[src/rtl/cache_pkg.sv]
// cache_pkg: shared L1 cache command/trace encodings, MESI states and address field slices.
// Rev 1.0
`default_nettype none

package cache_pkg;

  localparam int ADDR_W    = 60;
  localparam int TAG_MSB   = 59;
  localparam int TAG_LSB   = 20;
  localparam int INDEX_MSB = 19;
  localparam int INDEX_LSB = 6;
  localparam int INDEX_W   = INDEX_MSB - INDEX_LSB + 1;
  localparam int BYTE_MSB  = 5;
  localparam int BYTE_LSB  = 0;

  typedef enum logic [2:0] {
    CMD_READ          = 3'd0,
    CMD_WRITE         = 3'd1,
    CMD_INVALIDATE    = 3'd2,
    CMD_CLEAR         = 3'd3,
    CMD_L2DATAREQUEST = 3'd4
  } cache_cmd_e;

  localparam logic [3:0] TRC_DATA_READ  = 4'd0;
  localparam logic [3:0] TRC_DATA_WRITE = 4'd1;
  localparam logic [3:0] TRC_IFETCH     = 4'd2;
  localparam logic [3:0] TRC_INVALIDATE = 4'd3;
  localparam logic [3:0] TRC_L2_REQ     = 4'd4;
  localparam logic [3:0] TRC_CLEAR      = 4'd8;
  localparam logic [3:0] TRC_PRINT_SET  = 4'd9;

  typedef enum logic [1:0] {
    MESI_I = 2'd0,
    MESI_S = 2'd1,
    MESI_E = 2'd2,
    MESI_M = 2'd3
  } mesi_e;

  typedef enum logic [1:0] {
    ACT_CMD  = 2'd0,
    ACT_DUMP = 2'd1,
    ACT_DROP = 2'd2
  } trace_action_e;

  typedef struct packed {
    trace_action_e action;
    cache_cmd_e    cmd;
  } trace_decode_t;

  function automatic trace_decode_t decode_trace(input logic [3:0] code);
    trace_decode_t d;
    d.action = ACT_CMD;
    d.cmd    = CMD_READ;
    case (code)
      TRC_DATA_READ:  d.cmd = CMD_READ;
      TRC_DATA_WRITE: d.cmd = CMD_WRITE;
      TRC_IFETCH:     d.cmd = CMD_READ;
      TRC_INVALIDATE: d.cmd = CMD_INVALIDATE;
      TRC_L2_REQ:     d.cmd = CMD_L2DATAREQUEST;
      TRC_CLEAR:      d.cmd = CMD_CLEAR;
      TRC_PRINT_SET:  d.action = ACT_DUMP;
      default:        d.action = ACT_DROP;
    endcase
    return d;
  endfunction

endpackage

`default_nettype wire

[src/rtl/sync_fifo.sv]
// sync_fifo: single-clock FIFO with extra-bit pointers for full/empty; head is the oldest entry.
// Rev 1.0
`default_nettype none

module sync_fifo #(
  parameter int DEPTH = 8,
  parameter int W     = 64
) (
  input  logic         clk,
  input  logic         rst,
  input  logic         push,
  input  logic         pop,
  input  logic [W-1:0] din,
  output logic         full,
  output logic         empty,
  output logic [W-1:0] head
);

  localparam int PW = $clog2(DEPTH);

  logic [W-1:0] mem [DEPTH];
  logic [PW:0]  wr_ptr;
  logic [PW:0]  rd_ptr;
  logic         do_push;
  logic         do_pop;

  assign full    = (wr_ptr[PW] != rd_ptr[PW]) && (wr_ptr[PW-1:0] == rd_ptr[PW-1:0]);
  assign empty   = (wr_ptr == rd_ptr);
  // A full FIFO refuses pushes even when a pop frees a slot this cycle.
  assign do_push = push && !full;
  assign do_pop  = pop && !empty;
  assign head    = mem[rd_ptr[PW-1:0]];

  always_ff @(posedge clk) begin
    if (rst) begin
      wr_ptr <= '0;
      rd_ptr <= '0;
    end else begin
      if (do_push) wr_ptr <= wr_ptr + (PW+1)'(1);
      if (do_pop)  rd_ptr <= rd_ptr + (PW+1)'(1);
    end
  end

  always_ff @(posedge clk) begin
    if (do_push) mem[wr_ptr[PW-1:0]] <= din;
  end

endmodule

`default_nettype wire

[src/rtl/trace_dispatcher.sv]
// trace_dispatcher: buffers trace entries and issues them to the L1 cache one command at a time.
// Rev 1.0
`default_nettype none

module trace_dispatcher
  import cache_pkg::*;
#(
  parameter int DEPTH = 8,
  parameter int AW    = 60
) (
  input  logic          clk,
  input  logic          rst,
  input  logic          trace_valid,
  input  logic [3:0]    trace_code,
  input  logic [AW-1:0] trace_addr,
  output logic          trace_ready,
  output logic          cache_write,
  output logic [2:0]    cache_command,
  output logic [AW-1:0] cache_address,
  input  logic          cache_processing,
  output logic [13:0]   set_read,
  output logic          dump_req,
  output logic          idle,
  output logic [31:0]   issued_count,
  output logic [31:0]   dropped_count
);

  typedef enum logic [2:0] {
    S_IDLE      = 3'd0,
    S_ISSUE     = 3'd1,
    S_WAIT_ACK  = 3'd2,
    S_WAIT_DONE = 3'd3,
    S_DUMP      = 3'd4
  } state_e;

  state_e        state;
  state_e        state_next;
  logic          full;
  logic          empty;
  logic          pop;
  logic [AW+3:0] head;
  logic [3:0]    head_code;
  logic [AW-1:0] head_addr;
  trace_decode_t dec;

  sync_fifo #(
    .DEPTH (DEPTH),
    .W     (4 + AW)
  ) u_fifo (
    .clk   (clk),
    .rst   (rst),
    .push  (trace_valid),
    .pop   (pop),
    .din   ({trace_code, trace_addr}),
    .full  (full),
    .empty (empty),
    .head  (head)
  );

  assign {head_code, head_addr} = head;
  assign dec         = decode_trace(head_code);
  assign trace_ready = !full;
  assign cache_write = (state == S_ISSUE);
  assign dump_req    = (state == S_DUMP);
  assign idle        = empty && (state == S_IDLE);

  // Pop only while the cache is quiet so at most one command is ever outstanding.
  always_comb begin
    state_next = state;
    pop        = 1'b0;
    case (state)
      S_IDLE: begin
        if (!empty && !cache_processing) begin
          pop = 1'b1;
          case (dec.action)
            ACT_CMD:  state_next = S_ISSUE;
            ACT_DUMP: state_next = S_DUMP;
            default:  state_next = S_IDLE;
          endcase
        end
      end
      S_ISSUE:     state_next = S_WAIT_ACK;
      S_WAIT_ACK:  if (cache_processing) state_next = S_WAIT_DONE;
      S_WAIT_DONE: if (!cache_processing) state_next = S_IDLE;
      S_DUMP:      state_next = S_IDLE;
      default:     state_next = S_IDLE;
    endcase
  end

  always_ff @(posedge clk) begin
    if (rst) begin
      state         <= S_IDLE;
      cache_command <= '0;
      cache_address <= '0;
      set_read      <= '0;
      issued_count  <= '0;
      dropped_count <= '0;
    end else begin
      state <= state_next;
      if (pop) begin
        case (dec.action)
          ACT_CMD: begin
            cache_command <= dec.cmd;
            cache_address <= head_addr;
          end
          ACT_DUMP: set_read <= head_addr[INDEX_MSB:INDEX_LSB];
          default:  dropped_count <= dropped_count + 32'd1;
        endcase
      end
      if (state == S_ISSUE) issued_count <= issued_count + 32'd1;
    end
  end

endmodule

`default_nettype wire

[config.mk]
export PLATFORM = sky130hd
export DESIGN_NAME = trace_dispatcher
export DESIGN_NICKNAME = d
export VERILOG_FILES = /design/src/rtl/cache_pkg.sv /design/src/rtl/sync_fifo.sv /design/src/rtl/trace_dispatcher.sv
export SDC_FILE = /design/constraint.sdc
export NUM_CORES = 1
export LEC_CHECK = 0
export CAP_MARGIN = 10
export CORE_MARGIN = 3
export CORE_UTILIZATION = 55
export DETAILED_ROUTE_END_ITERATION = 10
export DONT_BUFFER_PORTS = 1
export GPL_TIMING_DRIVEN = 0
export PLACE_DENSITY = 0.81
export SLEW_MARGIN = 20
export SYNTH_ARGS = -nofsm -noshare
export SYNTH_HDL_FRONTEND = slang
export SYNTH_SLANG_ARGS = --single-unit
[constraint.sdc]
create_clock -name clk -period 6.3 [get_ports clk]
set_input_delay 0.63 -clock clk [delete_from_list [all_inputs] [get_ports clk]]
set_output_delay 0.63 -clock clk [all_outputs]
set_load 0.02 [all_outputs]
==> results by group <==
Outcome
  – Result of the run: completed

Cells and area
  – # diodes: 0
  – Leading cell type in the layout, fill and taps excluded: edfxtp_1
  – P&R area growth vs syn: 14.3%
  – Fraction of layout cells with a size suffix above 1: 20.7%
  – Most frequent cells in the layout: 512 x edfxtp_1, 155 x nor2_1, 155 x dfxtp_1
  – Final nets: 1630
  – Fin util: 63.8%

Pwr
  – Net Sw Frac: 24.9%
  – Flop pwr share: 49.5%
  – Internal power: 7.82 mW
  – Net Sw Power: 2.60 mW
  – Clock Power Share: 37.3%
  – Peak supply drop: 0.318 mV
  – Pwr per Cell Area: 359 mW/mm2
  – Lkg Pwr: 9.03 nW
  – Logic gate share of total power: 13.1%
  – Final Power: 10.4 mW

Global route
  – Initial antenna violation count: 0
  – First-pass GRT wire length: 86800 um
  – Total GRT Usage: 23.5%
  – Grt total ovfl: 0
  – Pin count of the biggest net entering global routing: 22
  – Number of global-route vias before repair: 14200

Yosys
  – Ys Warns: 0
  – Yosys top cell by area: edfxtp_1
  – EDFF count, synth: 512
  – Xor and xnor area share after synthesis: 1.90%
  – Mapped cell area: 0.0254 mm2
  – Post-synthesis sequential area ratio: 72.8%
  – Synth top area share: 60.5%
  – Average size of a mapped cell: 17.5 um2
  – Compound-gate portion of the synthesized area: 2.80%
  – Adder and majority cell fraction of the synthesized area: 0.197%
  – Yosys reg bits: 667
  – Mux contribution to synthesized area: 14.8%
  – Async set-or-reset flop fraction in the synthesized netlist: 0%
  – Largest family of logic cells by synthesized area: multiplexers
  – Synth Area in Simple Gates: 6.04%
  – Mapped Cells: 1449
  – Distinct cells, synth: 53
  – Post-Syn Nets: 1521
  – Synth area leaders: edfxtp_1 61%, dfxtp_1 12%, mux4_2 11%
  – Post-synth top flop: edfxtp_1

Timing
  – Tightest Pin Transition: 0.989 ns
  – Final hold violation count: 0
  – Unrepaired setup endpoints after global routing: no
  – Final count of pins violating max slew: 0
  – Fin worst setup slack: 2.80 ns
  – Fin Setup TNS: 0 ns
  – Rel. slew slack: 34.0%
  – Clock skew: 0.0248 ns
  – Final cycle utilization of the critical path: 55.5%
  – Setup violators final: 0
  – Peak Freq: 286 MHz
  – Tmin final: 3.50 ns

Setup path
  – Crit-path max cell delay: 0.41 ns
  – CP Capture Type: flop
  – WP data arrival: 3.93 ns
  – Reg2reg setup slack: 2.80 ns
  – CP cell instances: buf_2, buf_2, mux4_2, mux2_2, nor3_1, a22o_1, buf_2, buf_4, buf_2, a211oi_1
  – Critical Path Start Type: flop
  – Most frequent CP cell: buf_2
  – Critical R2R Capture: cache_address[44]$_SDFFE_PP0P_
  – CP max FO: 10
  – Crit path max-delay cell type: mux4_2
  – Worst EP required: 6.74 ns
  – R2R depth: 10
  – Worst Path Class, Setup: reg -> reg

Job
  – Max-Cap Viols: 0

Floorplan
  – # rows: 78
  – Die area: 0.0488 mm2
  – Chip width: 221 um
  – Initial Util: 55.8%
  – Core Box Area: 0.0455 mm2
  – IO Pins: 213
  – Die height: 221 um

Drt
  – Post-route ant nets: 0
  – DR vias: 13500
  – # DRC: 0
  – Avg WL per Cell: 25.8 um
  – DRT Wirelength: 57000 um
  – Iteration-0 DRC Markers: 1020
  – Vias/cell: 6.10
  – First-pass detailed-route iteration total: 5

Hold path
  – Worst hold path depth: 0
  – Hold EP: u_fifo.mem[0][59]$_DFFE_PP_
  – Min-delay src: trace_addr[59]
  – Hold Path Class: in -> reg

Clock tree
  – CTS clk-pin slew, worst paths: 0.06 ns
  – Max clock buf depth: 3
  – Clock Sinks: 667
  – Post-CTS sizing: 0
  – Hold-fix buffers, CTS: 0
  – Clk_lat worst skew: 0.60 ns
  – Root buffer cell: clkbuf_16
  – Post-CTS setup buffers: 0
  – CTS buffer count: 68
  – CTS tree: built
  – H-tree levels: 3

Placement
  – Post-DP HPWL: 37100 um
  – Routability congestion estimate: 0.806
  – Pre-CTS setup slack: 2.90 ns
  – Buffers added on ports: 0
cell type report:
class                      count  area (um2)
inverter                       9        33.8
sequential                   667       18500
buffer                        76         350
fill                        3057       16400
timing repair buffer          39         637
clock inverter                25         213
clock buffer                  98        1980
tap                          600         751
multi-input combinational    697        6590
logic make-up after synthesis:
family,Yosys count
and+or+nand+nor,321
AOI/OAI and AO/OA,104
adders and majority gates,4
buffers and inverters,85
muxes,213
DFF,667
xor gates and xnor gates,55
worst max path at each step:
stage | start | endpoint | slack, ns | cells after the start
after global routing | flop | cache_address[46]$_SDFFE_PP0P_ | 2.62 | 10
after floorplan | u_fifo.wr_ptr[0]$_SDFFE_PP0P_ | u_fifo.mem[0][0]$_DFFE_PP_ | 0.16 | 6
final | flop | cache_address[44]$_SDFFE_PP0P_ | 2.80 | 10
after CTS | flop | cache_address[49]$_SDFFE_PP0P_ | 2.85 | 10
after detailed placement | flop | cache_address[40]$_SDFFE_PP0P_ | 2.90 | 10
after global placement | u_fifo.wr_ptr[0]$_SDFFE_PP0P_ | u_fifo.mem[0][35]$_DFFE_PP_ | -4.54 | 6
cell usage after synthesis (3+ instances only):
cell type and n:
a211oi_1 47, a21oi_1 21, and2_1 5, and3_1 6, and4_1 8, buf_1 6, buf_2 17, buf_4 9
clkbuf_1 42, dfxtp_1 155, edfxtp_1 512, ha_1 4, inv_1 9, mux2_2 18, mux2i_1 66, mux4_2 128
nand2_1 25, nand3_1 24, nand4_1 14, nor2_1 161, nor3_1 27, nor4_1 14, o21ai_0 19, o31ai_1 3
or3_1 20, xnor2_1 34, xor2_1 21
power groups by stage:
stage	clock, mW	combinational [mW]	sequential, mW
CTS	3.95	1.39	5.16
finish	3.89	1.37	5.16
floorplan	0	1.02	5.21
global route	4.11	1.49	5.18
detailed placement	0	1.37	5.25
global placement	0	1.30	5.27
state kept, by name, summed over array words and instances, names as in the netlist, named ones only:
signal         cells
cache_command      3
u_fifo.rd_ptr      4
u_fifo.wr_ptr      4
u_fifo.mem       512
dropped_count     32
issued_count      32
set_read          14
cache_address     60
state              3
per-stage QoR:
stage | instance area, um2 | hold WS, ns | cells
floorplan | 25400 | 0.455 | 1449
global placement | 26100 | 0.470 | 2049
detailed placement | 26800 | 0.488 | 2088
CTS | 29000 | 0.0886 | 2211
global route | 29000 | 0.0888 | 2211
finish | 29000 | 0.124 | 2211
worst max-delay path, delay by kind of cell, from the launching register on:
family / cells / cell delay, ns
AO/OA/AOI/OAI: 2 / 0.37
buffers and inverters: 5 / 1.52
flip-flops: 1 / 0.31
multiplexers: 2 / 0.76
AND/OR/NAND/NOR: 1 / 0.38
routing by layer:
layer  track usage (%)  vias to the layer above  wire [um]  share of wire, %
li1                  -                     5916          -                 -
met1              29.3                     6899      21800                38
met2              38.8                      546      28300                50
met3              8.15                      121       5130               9.0
met4              7.83                        0       1670               2.9
met5                 0                        -          0                 0
Power figures use the tool's default switching activity.
